`src/rtl/c17_resp_misr.sv`:
```
// rtl/c17_resp_misr.sv - c17 N22/N23 response MISR over an NPAT-pattern session
// Optional golden-signature comparator is built when C17_MISR_CMP_EN is defined.
module c17_resp_misr #(
    parameter int             W      = 8,
    parameter logic [W-1:0]   POLY   = W'(8'h1D),
    parameter logic [W-1:0]   SEED   = '0,
    parameter int             NPAT   = 32,
    parameter logic [W-1:0]   GOLDEN = '0,
    localparam int            CW     = $clog2(NPAT + 1)
) (
    input  logic          clk,
    input  logic          rst,
    input  logic          start,
    input  logic          valid,
    input  logic          n22,
    input  logic          n23,
    output logic          busy,
    output logic          done,
    output logic [W-1:0]  sig,
    output logic [CW-1:0] pcnt,
    output logic          pass
);

    typedef enum logic [1:0] {
        S_IDLE = 2'b00,
        S_RUN  = 2'b01,
        S_DONE = 2'b10
    } state_t;

    state_t        state, state_next;
    logic [W-1:0]  sig_next;
    logic [CW-1:0] pcnt_next;
    logic [W-1:0]  resp;
    logic [W-1:0]  fold;
    logic          absorb;
    logic          last;

    // Responses land in the two low bits; upper bits of the injection word are zero.
    always_comb begin
        resp      = '0;
        resp[1:0] = {n23, n22};
        fold      = {sig[W-2:0], 1'b0} ^ (sig[W-1] ? POLY : '0) ^ resp;
    end

    always_comb begin
        state_next = state;
        sig_next   = sig;
        pcnt_next  = pcnt;
        absorb     = 1'b0;
        last       = 1'b0;
        case (state)
            S_IDLE, S_DONE: begin
                if (start) begin
                    state_next = S_RUN;
                    sig_next   = SEED;
                    pcnt_next  = '0;
                end
            end
            S_RUN: begin
                if (valid) begin
                    absorb    = 1'b1;
                    sig_next  = fold;
                    pcnt_next = pcnt + CW'(1);
                    if (pcnt == CW'(NPAT - 1)) begin
                        last       = 1'b1;
                        state_next = S_DONE;
                    end
                end
            end
            default: state_next = S_IDLE;
        endcase
    end

    always_ff @(posedge clk or posedge rst) begin
        if (rst) begin
            state <= S_IDLE;
            sig   <= '0;
            pcnt  <= '0;
        end else begin
            state <= state_next;
            sig   <= sig_next;
            pcnt  <= pcnt_next;
        end
    end

    assign busy = (state == S_RUN);
    assign done = (state == S_DONE);

`ifdef C17_MISR_CMP_EN
    logic pass_q;

    // Verdict is taken from the signature being written on the completing edge.
    always_ff @(posedge clk or posedge rst) begin
        if (rst) begin
            pass_q <= 1'b0;
        end else if (last) begin
            pass_q <= (fold == GOLDEN);
        end else if (state_next == S_RUN && state != S_RUN) begin
            pass_q <= 1'b0;
        end
    end

    assign pass = pass_q;
`else
    assign pass = 1'b0;
`endif

    logic unused_absorb;
    assign unused_absorb = absorb;

endmodule

```
`config.mk`:
```
export PLATFORM = sky130hd
export DESIGN_NAME = c17_resp_misr
export DESIGN_NICKNAME = d
export VERILOG_FILES = /design/src/rtl/c17_resp_misr.sv
export SDC_FILE = /design/constraint.sdc
export NUM_CORES = 1
export LEC_CHECK = 0
export ABC_AREA = 1
export CAP_MARGIN = 15
export CORE_MARGIN = 2
export CORE_UTILIZATION = 45
export CTS_BUF_LIST = sky130_fd_sc_hd__clkbuf_8
export DETAILED_ROUTE_END_ITERATION = 16
export PLACE_DENSITY_LB_ADDON = 0.1
export SYNTH_ARGS = -nofsm -noshare
export SYNTH_HDL_FRONTEND = slang
export SYNTH_SLANG_ARGS = --single-unit
```
`constraint.sdc`:
```
create_clock -name clk -period 1.2 [get_ports clk]
set_input_delay 0.24 -clock clk [delete_from_list [all_inputs] [get_ports clk]]
set_output_delay 0.24 -clock clk [all_outputs]
set_load 0.01 [all_outputs]
```
Word-level counts from Yosys, hierarchy flattened
Index checks and enable logic that the tools add are counted.
Cells by class
  add/subtract/negate cells: 1
  equal/unequal tests: 6
  muxes and demuxes: 11
  bitwise logic cells: 2
  reduce and logical (&&, ||, !) cells: 5
Operator list (number)
  two-way mux 8 bit: 2
  one-hot mux 8 bit (2 select lines): 1
  two-way mux 6 bit: 2
  one-hot mux 6 bit (2 select lines): 1
  XOR 8 x 2 -> 8 bit: 1
  XOR 8 x 5 -> 8 bit: 1
  adder 6 x 1 -> 6 bit (second input constant): 1
  equality test 6 x 5 -> 1 bit (second input constant): 1
  two-way mux 2 bit: 3
  AND reduction 3 bit: 2
  two-way mux 5 bit: 1
  != test 2 bit (second input constant): 2
  one-hot mux 2 bit (2 select lines): 1
  equality test 2 x 1 -> 1 bit (second input constant): 1
  equality test 2 bit (second input constant): 1
  logical NOT 2 bit: 1
  != test 2 x 1 -> 1 bit (second input constant): 1
  nonzero test 2 bit: 1
  OR reduction 2 bit: 1
Word-level totals
  flip-flop bits (word level): 16
  input bits: 6
  logic and storage cells: 28

Depth between registers and ports, before layout
  depth after elaboration: 5
  depth in mapped cells: 7
  depth with buffers taken out: 6

Worst setup path after synthesis
OpenSTA, ideal clock, no wires.
  kind: flip-flop to flip-flop
  start: register pcnt[0]
  end: register state[0]
  arrival: 0.970 ns
  data required time: 1.080 ns
  path slack: 0.110 ns
  cell stages (with the launch flop): 7
  period minus slack after synthesis: 1.090 ns
  cell sequence: dfrtp_1 > ha_1 > nand2_1 > nor2_1 > nand4_1 > nand2_1 > nand2_1
On the way
  word-level cells in the longest chain between the ends: 3
Ends and longest elaborated chain
  start: declaration: line 20  | output logic [CW-1:0] pcnt,
  start signal: assignment: line 82  | pcnt <= pcnt_next;
  equality test 6 x 5 -> 1 bit: line 64  | if (pcnt == CW'(NPAT - 1)) begin
  != test 2 x 1 -> 1 bit (no line)
  AND reduction 3 bit (no line)
  end signal: assignment: line 80  | state <= state_next;
  end: declaration: line 30  | state_t state, state_next;
No other way between the ends.
A chain may end at the register's enable or synchronous reset.

Final worst setup path
  start: register state[1]
  end: output port done
On the way
  word-level cells in the longest chain between the ends: 1
Ends and longest elaborated chain
  equality test 2 bit: line 87  | assign done = (state == S_DONE);
  end: declaration: line 18  | output logic done,
No other way between the ends.

==> results.cfg <==
[placement]
post-dp-hpwl_mm = 1.320
pre_cts_slack_ps = -181.1
postPlaceCellArea_sq_mm = 0.001137
port_buffers = 21
place_congestion = 0.7755

[critical_path]
path_max_fanout = 2
worstPathArrival_ps = 950
timing.critical_path.to_type = output pin
timing.reg2reg.setup_slack_ps = 30
path_class = flip-flop to output pin
timing.rr.start = state[0]$_DFFE_PP0P_
start_kind = flip-flop
r2r_cells = 6
crit-reg2reg-capture = pcnt[5]$_DFFE_PP0P_
worstPathRequired_ps = 960

[clocking]
clkSlewWorstSetupHoldPaths_ps = 60
cts-buffers-inserted = 3
cts_max_level = 1
tritoncts_num_sinks = 16
clock_insertion_delay_worst_skew_ps = 240
cts.path.max_buffers = 2
tritoncts = done
cts-root-buf = sky130_fd_sc_hd__clkbuf_8

[synthesis]
post_synth_fa_ha_maj_area_fraction = 0.01572
synth_warnings = 0
post_synth_design_cell_area_sq_um = 795.8
synthDistinctLibCells = 22
post_synth_and_or_nand_nor_area_fraction = 0.2390
synthMuxAreaShare = 0
post-synth-top-area-cell = sky130_fd_sc_hd__dfrtp_1
synth_compound_area_frac = 0.09906
largest_family_of_logic_cells_by_synthesized_area = simple AND/OR/NAND/NOR gates
sequential_fraction_of_the_synthesis_area = 0.5031
share_of_yosys_cell_area_claimed_by_the_top_area_cell_type = 0.5031
postSynthNetCount = 99
synth_seq_cells = 16
synth_xor_area_frac = 0.05503
synth_area_leaders = sky130_fd_sc_hd__dfrtp_1 (50%), sky130_fd_sc_hd__nand3_1 (6.3%), sky130_fd_sc_hd__nand2_1 (5.7%), sky130_fd_sc_hd__nor2_1 (5.7%), sky130_fd_sc_hd__xnor2_1 (5.5%)
synth_area_per_cell_sq_um = 8.650
synthCells = 92

[cells_and_area]
fillerInstances = 121
multiInputGateArea_sq_um = 385.4
layout-drive-gt1-share = 0.3209
final_design_area_no_fill_sq_mm = 0.001267
insertedDiodeCount = 0
nets = 142
layout-area-overhead-vs-synth_pct = 59.28
sequential_cell_area_sq_um = 400.4

[sta]
maxSlewViolCount = 0
whs_ps = 318.7
fin_crit_sh = 0.9879
finClkSkew_ps = 3.050
final.setup.tns_ps = 0
period_minus_slack_ps = 1185
rsz0062_at_grt = true
layout_setup_ws_ps = 14.55
setup_viol = 0
hold_viol = 0
clock.fmax_mhz = 843.6

[pwr]
internal_uw = 2024
maximum_resistive_drop_on_vdd_uv = 1560
power_density_mw_per_mm2 = 2552
power.share.switching = 0.3744
switching_power_summed_over_all_nets_uw = 1211
power.share.clock = 0.143
cellLeakagePower_uw = 0.0006475
power.sequential.fraction = 0.290
p_comb_frac = 0.567

[die]
start_util = 0.4711
io_pins = 23
die_height_um = 46.05
std_cell_rows = 15
dieWidth_um = 46.05
core_box_area_sq_mm = 0.001689
die-area_sq_mm = 0.002121

[grt]
grt_usage = 0.1930
grt_first_pass_wirelength_mm = 2.898
grt-ovfl-total = 0
initial_antenna_violation_count = 0
grt_pass1_vias = 705
grt_max_degree = 17

[detailed_routing]
antenna_violation_net_count_after_detailed_routing = 0
drt_pass1_iterations = 4
detail_route.wl_per_cell_um = 12.15
drt_wl_total_mm = 1.834
routed_via_density = 5.079
drt_first_iter_violations = 13
route.vias.total = 767
drc = 0

[run]
timing.max_cap.violations = 0

[hold_path]
min-delay-path-class = primary input to async pin

[outcome]
status = finished clean
[metrics by stage]
stage | cells | util | power, uW
final | 151 | 0.7504 | 3235
after global routing | 151 | 0.7504 | 3456
after CTS | 149 | 0.7015 | 3079
after detailed placement | 144 | 0.6733 | 2737
after global placement | 144 | 0.6733 | 2699
after floorplan | 92 | - | 1787
[cells in the mapped netlist, drive strengths merged]
master	count
a21oi	5
buf	4
clkbuf	1
conb	1
dfrtp	16
ha	1
inv	9
nand2	14
nand3	12
nand4	1
nor2	13
o21a	1
o21ai	8
o22ai	1
xnor2	5
[layer usage]
metal,global-route usage,vias up,part of all wire
li1,-,379,-
met1,0.2084,365,0.41
met2,0.3667,21,0.56
met3,0.02353,2,0.030
met4,0.08571,0,0.0055
met5,0,-,0
[placed cells by master (no fill, tap or decap)]
cell / instances
sky130_fd_sc_hd__buf_4: 18
sky130_fd_sc_hd__dfrtp_1: 16
sky130_fd_sc_hd__nand2_1: 12
sky130_fd_sc_hd__dlygate4sd2_1: 12
sky130_fd_sc_hd__nor2_1: 11
sky130_fd_sc_hd__inv_1: 6
sky130_fd_sc_hd__nand3_1: 6
sky130_fd_sc_hd__nand3_2: 5
sky130_fd_sc_hd__o21ai_1: 5
sky130_fd_sc_hd__a21oi_1: 5
sky130_fd_sc_hd__xnor2_1: 5
sky130_fd_sc_hd__clkdlybuf4s50_1: 5
sky130_fd_sc_hd__buf_6: 5
sky130_fd_sc_hd__clkbuf_8: 4
sky130_fd_sc_hd__inv_2: 3
sky130_fd_sc_hd__o21ai_2: 2
sky130_fd_sc_hd__clkdlybuf4s15_1: 2
sky130_fd_sc_hd__nand3_4: 1
sky130_fd_sc_hd__nand2_4: 1
sky130_fd_sc_hd__nand4_1: 1
sky130_fd_sc_hd__nor2_4: 1
sky130_fd_sc_hd__nand2_8: 1
sky130_fd_sc_hd__nor2_2: 1
sky130_fd_sc_hd__o21a_1: 1
sky130_fd_sc_hd__o21ai_0: 1
sky130_fd_sc_hd__o22ai_1: 1
sky130_fd_sc_hd__ha_1: 1
sky130_fd_sc_hd__conb_1: 1
sky130_fd_sc_hd__buf_2: 1
[power groups by stage]
stage          clock [uW]  sequential [uW]  combinational, uW
6_report              462              938               1840
3_5_place_dp            0              953               1780
3_3_place_gp            0              937               1760
2_1_floorplan           0             1110                681
5_1_grt               499              965               1990
4_1_cts               476              936               1670
[registers in the layout (all words and copies together) (netlist names)]
| name | cells |
|---|---|
| sig | 8 |
| pcnt | 6 |
| state | 2 |
[cells by family after synthesis]
| logic type | Yosys count |
|---|---|
| XOR/XNOR | 5 |
| flip-flops | 16 |
| AO/OA/AOI/OAI | 15 |
| AND/OR/NAND/NOR | 40 |
| other | 1 |
| buffers and inverters | 14 |
| adder cells (fa/ha/maj) | 1 |
[worst max-delay path, cell delays in order (launching register included)]
cell and delay (ps):
sky130_fd_sc_hd__dfrtp_1 400, sky130_fd_sc_hd__inv_2 60, sky130_fd_sc_hd__nor2_2 100, sky130_fd_sc_hd__buf_2 140
[final cells by class]
type,count,share of cell area
sequential,16,0.3159
timing repair buffer,43,0.2932
tap,17,0.01678
multi-input combinational,62,0.3040
clock buffer,4,0.04344
inverter,9,0.02665
[what timing repair did]
action / in CTS / in global routing
buffers inserted: 1 / 1
hold buffers: 0 / 0
cloned: 0 / 1
endpoints found under the setup margin: 16 / 12
pin swaps: 0 / 2
gates resized for setup: 24 / 22
[how the worst max path moves through the flow]
| stage | slack [ps] | from | to | cells past startpoint |
|---|---|---|---|---|
| 2_1_floorplan | 110 | pcnt[0]$_DFFE_PP0P_ | state[0]$_DFFE_PP0P_ | 6 |
| 3_3_place_gp | -140 | valid | pcnt[2]$_DFFE_PP0P_ | 5 |
| 3_5_place_dp | -180 | valid | pcnt[2]$_DFFE_PP0P_ | 5 |
| 4_1_cts | 6 | state[1]$_DFFE_PP0P_ | done | 3 |
| 5_1_grt | -30 | state[1]$_DFFE_PP0P_ | pcnt[3]$_DFFE_PP0P_ | 7 |
| 6_report | 10 | state[1]$_DFFE_PP0P_ | done | 3 |
(Power assumes the default switching activity.)
